==> src/rtl/gcd_dispatcher.sv <==
// gcd_dispatcher: operand FIFO in front of an external multi-cycle GCD core.
// Pairs are queued, issued one at a time with a single-cycle start pulse, and
// the core's result is held with the echoed operands until the consumer takes it.
// The core is expected to be reset with rst_n = ~rst at the level above.
// Optional feature: define GCD_JOB_COUNT_EN to add the saturating job_cnt output.
module gcd_dispatcher #(
  parameter int DEPTH = 4
) (
  input  logic        clk,
  input  logic        rst,
  input  logic        in_valid,
  input  logic [15:0] in_a,
  input  logic [15:0] in_b,
  output logic        in_ready,
  output logic        gcd_start,
  output logic [15:0] gcd_a,
  output logic [15:0] gcd_b,
  input  logic        gcd_done,
  input  logic [15:0] gcd_result,
  output logic        out_valid,
  output logic [15:0] out_gcd,
  output logic [15:0] out_a,
  output logic [15:0] out_b,
  input  logic        out_ready
`ifdef GCD_JOB_COUNT_EN
  ,
  output logic [15:0] job_cnt
`endif
);

  localparam int AW = (DEPTH > 1) ? $clog2(DEPTH) : 1;
  localparam int CW = AW + 1;

  typedef enum logic [1:0] {
    IDLE  = 2'd0,
    ISSUE = 2'd1,
    BUSY  = 2'd2,
    RESP  = 2'd3
  } state_t;

  state_t        state;
  state_t        state_nxt;

  logic [31:0]   mem [DEPTH];
  logic [AW-1:0] wr_ptr;
  logic [AW-1:0] rd_ptr;
  logic [CW-1:0] count;
  logic          push;
  logic          pop;
  logic          capture;
  logic          resp_hs;

  // Full flag comes from the registered count only, so in_ready never depends on in_valid.
  assign in_ready = (count != CW'(DEPTH));
  assign push     = in_valid && in_ready;
  // A new job only starts from IDLE, with data queued and the core not signalling done.
  assign pop      = (state == IDLE) && (count != '0) && !gcd_done;
  // Only the first done cycle seen in BUSY carries the result we keep.
  assign capture  = (state == BUSY) && gcd_done;
  assign resp_hs  = (state == RESP) && out_ready;

  // FIFO storage write.
  // NOTE: storage arrays carry no reset; count and pointers define which entries are valid.
  always_ff @(posedge clk) begin
    if (push) begin
      mem[wr_ptr] <= {in_a, in_b};
    end
  end

  // FIFO pointers and occupancy; pointers wrap naturally because DEPTH is a power of two.
  // NOTE: sequential state uses non-blocking assignment so every register samples pre-edge values.
  always_ff @(posedge clk) begin
    if (rst) begin
      wr_ptr <= '0;
      rd_ptr <= '0;
      count  <= '0;
    end else begin
      if (push) wr_ptr <= wr_ptr + AW'(1);
      if (pop)  rd_ptr <= rd_ptr + AW'(1);
      unique case ({push, pop})
        2'b10:   count <= count + CW'(1);
        2'b01:   count <= count - CW'(1);
        default: count <= count;
      endcase
    end
  end

  // FSM state register.
  always_ff @(posedge clk) begin
    if (rst) state <= IDLE;
    else     state <= state_nxt;
  end

  // FSM next-state logic.
  // NOTE: every always_comb output gets a default first so no path can infer a latch.
  always_comb begin
    state_nxt = state;
    unique case (state)
      IDLE:    if (pop)       state_nxt = ISSUE;
      ISSUE:                  state_nxt = BUSY;
      BUSY:    if (gcd_done)  state_nxt = RESP;
      RESP:    if (out_ready) state_nxt = IDLE;
      default:                state_nxt = IDLE;
    endcase
  end

  // FSM outputs: start pulse in ISSUE only, result valid throughout RESP.
  always_comb begin
    gcd_start = 1'b0;
    out_valid = 1'b0;
    unique case (state)
      ISSUE:   gcd_start = 1'b1;
      RESP:    out_valid = 1'b1;
      default: ;
    endcase
  end

  // Operand and result registers: operands load on the IDLE->ISSUE edge and hold until
  // the next load; the result and echoed operands load on the first done cycle in BUSY.
  always_ff @(posedge clk) begin
    if (rst) begin
      gcd_a   <= '0;
      gcd_b   <= '0;
      out_gcd <= '0;
      out_a   <= '0;
      out_b   <= '0;
    end else begin
      if (pop) begin
        {gcd_a, gcd_b} <= mem[rd_ptr];
      end
      if (capture) begin
        out_gcd <= gcd_result;
        out_a   <= gcd_a;
        out_b   <= gcd_b;
      end
    end
  end

`ifdef GCD_JOB_COUNT_EN
  // Completed-job counter: one count per accepted result, saturating at all ones.
  always_ff @(posedge clk) begin
    if (rst) begin
      job_cnt <= '0;
    end else if (resp_hs && (job_cnt != 16'hFFFF)) begin
      job_cnt <= job_cnt + 16'd1;
    end
  end
`else
  // resp_hs only feeds the job counter; keep it referenced when the counter is absent.
  logic unused_resp_hs;
  assign unused_resp_hs = resp_hs;
`endif

endmodule

==> config.mk <==
export PLATFORM = sky130hd
export DESIGN_NAME = gcd_dispatcher
export DESIGN_NICKNAME = d
export VERILOG_FILES = /design/src/rtl/gcd_dispatcher.sv
export SDC_FILE = /design/constraint.sdc
export NUM_CORES = 1
export LEC_CHECK = 0
export BUFFER_PORTS_ARGS = -buffer_cell sky130_fd_sc_hd__buf_2
export CORE_MARGIN = 5
export CORE_UTILIZATION = 58
export CTS_BUF_LIST = sky130_fd_sc_hd__clkbuf_4
export CTS_CLUSTER_SIZE = 14
export DETAILED_ROUTE_END_ITERATION = 8
export GPL_ROUTABILITY_DRIVEN = 0
export GPL_TIMING_DRIVEN = 0
export HOLD_SLACK_MARGIN = 0.05
export PLACE_DENSITY = 0.86
export REMOVE_ABC_BUFFERS = 1
export SYNTH_ARGS = -nofsm -noshare
export SYNTH_HDL_FRONTEND = slang
export SYNTH_SLANG_ARGS = --single-unit
==> constraint.sdc <==
create_clock -name clk -period 2.8 [get_ports clk]
set_clock_uncertainty 0.15 [all_clocks]
set_input_delay 0.28 -clock clk [delete_from_list [all_inputs] [get_ports clk]]
set_output_delay 0.28 -clock clk [all_outputs]
set_load 0.005 [all_outputs]
==> run_results.csv <==
group,metric,value,unit
status,run_status,"complete, no violations",
power_and_ir_drop,sw_frac_of_total,0.2712,
clock_network,clkTransAtPathRegs,0.06,ns
worst_setup_path,reg2reg_depth,8,
timing,final.setup.tns,0,ns
worst_setup_path,start_kind,"flip-flop",
job,drv_cap,0,
timing,finalHoldWorstSlack,0.1701,ns
timing,drv_slew,0,
synthesis,yosys.area.top_type,"edfxtp_1",
synthesis,syn_area,7944,sq um
global_routing,grt_usage,0.2122,
synthesis,synth_cell_types,37,
placed_design,placed_cell_area,8721,sq um
timing,rsz0062_at_grt,"no",
timing,tightest_slew,1.265,ns
drt,viasPerCell,5.422,
global_routing,grt_max_degree,60,
power_and_ir_drop,sequentialPowerShare,0.506,
clock_network,cts_root_buffer,"clkbuf_4",
power_and_ir_drop,power_frac_comb,0.182,
drt,wl_per_cell,18.09,microns
cells_and_area,fin_nets,796,
placed_design,placed_cells,805,
hold_path,hold_end,"state[0]",
cells_and_area,drive_above_1_share,0.3381,
cells_and_area,area_growth,24.43,%
synthesis,yosys_warnings,0,
clock_network,cts_buffers,51,
timing,period_share,0.9351,
drt,ant_nets,0,
clock_network,cts_tree,"built",
placed_design,port_buffers,135,
drt,postRouteWirelength,17210,microns
floorplanning,design.core.area,13350,sq um
hold_path,holdPathStages,4,
floorplanning,ios,136,
cells_and_area,diodes,0,
cells_and_area,layout.cells.non_filler,951,
worst_setup_path,crit_path_end_kind,"flip-flop",
floorplanning,die_x,127.0,microns
worst_setup_path,worstSetupPathType,"flip-flop to flip-flop",
cells_and_area,final_util,0.7405,
clock_network,h-tree-depth,2,
synthesis,yosysSeqAreaShare,0.7081,
power_and_ir_drop,power_density,799.5,nW/um^2
worst_setup_path,rrSetupSlack,0.18,ns
cells_and_area,fill_cells,816,
synthesis,ys_ff_latch,217,
timing,finalSetupViolCount,0,
clock_network,worstSkewPairLatency,0.64,ns
hold_path,hp-class,"input pin to flip-flop",
timing,slew_headroom,0.1565,
synthesis,synthTopCellsByArea,"edfxtp_1 48%, dfxtp_1 22%, mux4_2 7.7%, nand2_1 4.6%, a22o_1 3.5%",
drt,drt_iter0_drc,260,
timing,hold_viol_final,0,
floorplanning,dieArea,16140,sq um
drt,first_pass_iters,4,
hold_path,min-delay-start,"out_ready",
worst_setup_path,r2r-end,"count[2]",
clock_network,post_cts_buffers,0,
floorplanning,rows,42,
worst_setup_path,crit_arrival,2.98,ns
drt,drc,0,
synthesis,avgSynthCellArea,15.19,sq um
power_and_ir_drop,total_power,7.903,mW
power_and_ir_drop,power.share.clock,0.312,
drt,vias,5156,
timing,finalWorstSetupSlack,0.1816,ns
floorplanning,dieHeight,127.0,microns
worst_setup_path,worstPathRequired,3.16,ns
timing,max_freq,381.9,MHz
placed_design,pre_cts_ws,0.2176,ns
power_and_ir_drop,p_int,5.759,mW
synthesis,synthCells,523,
timing,min_period,2.618,ns
global_routing,grt_pass1_vias,5369,
clock_network,ctsLongestPathBuffers,3,
power_and_ir_drop,p_leak,3.779,nW
placed_design,hpwl,9953,microns
power_and_ir_drop,peakVddDrop,0.4816,mV
global_routing,grt_pass1_wl,26910,microns
clock_network,clock_sinks,217,
floorplanning,start_util,0.5951,
worst_setup_path,critical_path.max_fanout,10,
cells_and_area,final_area,9884,sq um
global_routing,antenna_found_initial,0,
power_and_ir_drop,p_sw,2.144,mW
global_routing,gr-total-overflow,0,
synthesis,synth_top_area_frac,0.4839,
worst_setup_path,regToRegStartpoint,"count[2]",
-- Yosys cell counts (all sizes together) --
cell type  number
ha             10
nor4            1
nor4b           2
xor2            2
o31a            2
nand3           2
nand2          98
o21ai           2
inv             9
and3            4
o21a            2
edfxtp        128
clkbuf         11
mux2            1
and2            1
nor3            2
nand2b          1
buf            21
a311oi          1
or3b            1
or3             3
a31o            1
nor2            6
nor2b           2
a21oi          54
a21o            2
mux4           32
dfxtp          89
fa              1
a22o           32
-- kinds of logic (layout without fill, tap and decap cells) --
logic type      Yosys count  after routing  synth area share
flops                   217            217            0.7081
compound gates           96             96           0.08064
fa+ha+maj                11             11           0.01827
xor+xnor                  2              2          0.002205
buf+inv                  41            293           0.02992
simple gates            123            123           0.06631
mux                      33             33           0.09450
-- critical path, cell delays in order (launching register included) --
cell and delay, ns:
dfxtp_1 0.44, or3b_1 0.52, nand2_1 0.12, ha_1 0.20
inv_1 0.07, fa_1 0.37, xor2_1 0.17, or3_1 0.34
a21oi_1 0.16
-- timing repair --
action	4_1_cts	5_1_grt
endpoints found under the hold margin	147	0
gates resized for setup	0	0
hold buffers	50	0
-- layout make-up --
cell class / instances / area, sq um / share of cell area
clock buffer: 79 / 593.1 / 0.06000
clock inverter: 17 / 70.07 / 0.007089
inverter: 9 / 33.78 / 0.003418
multi-input combinational: 265 / 2096 / 0.2120
sequential: 217 / 5628 / 0.5694
tap: 176 / 220.2 / 0.02228
timing repair buffer: 188 / 1244 / 0.1258
-- cell usage in the layout, fill, tap and decap left out, types with 4 or more instances in the layout --
cell	count
clkbuf_4	79
dlygate4sd3_1	50
dfxtp_1	87
a22o_1	32
mux4_1	5
buf_2	135
inv_1	9
nor2_1	6
a21oi_1	52
nand2_1	97
clkinv_1	14
ha_1	10
mux4_2	27
and3_2	4
edfxtp_1	128
-- how the worst max path moves through the flow --
stage,start,end,depth (start not counted)
after CTS,count[2],count[2],8
final,count[2],count[2],8
after detailed placement,count[2],count[2],8
after global placement,rst,gcd_a[7],3
after floorplan,rd_ptr[0],gcd_a[7],2
after global routing,state[1],count[2],10
-- power groups by stage --
stage / combinational, mW / sequential [mW] / clock (mW)
floorplan: 0.814 / 4.05 / 0
global placement: 1.23 / 4.11 / 0
detailed placement: 1.40 / 4.07 / 0
CTS: 1.46 / 4.00 / 2.52
global route: 1.56 / 4.04 / 2.72
finish: 1.44 / 4.00 / 2.46
-- flip-flops by register name, summed over array words and instances (netlist names), 3 cells and up --
| register | count |
|---|---|
| count | 3 |
| gcd_b | 16 |
| out_gcd | 16 |
| out_b | 16 |
| gcd_a | 16 |
| out_a | 16 |
| mem | 128 |
-- routing by layer --
layer  track usage  wire length (microns)  up-vias
met5             0                      0        -
met4       0.08202                    277        0
met3       0.05092                   1344       26
met2        0.3795                   8989      226
met1        0.2479                   6594     2506
li1              -                      -     2398
Note: power is estimated with default switching activity, not from simulation.
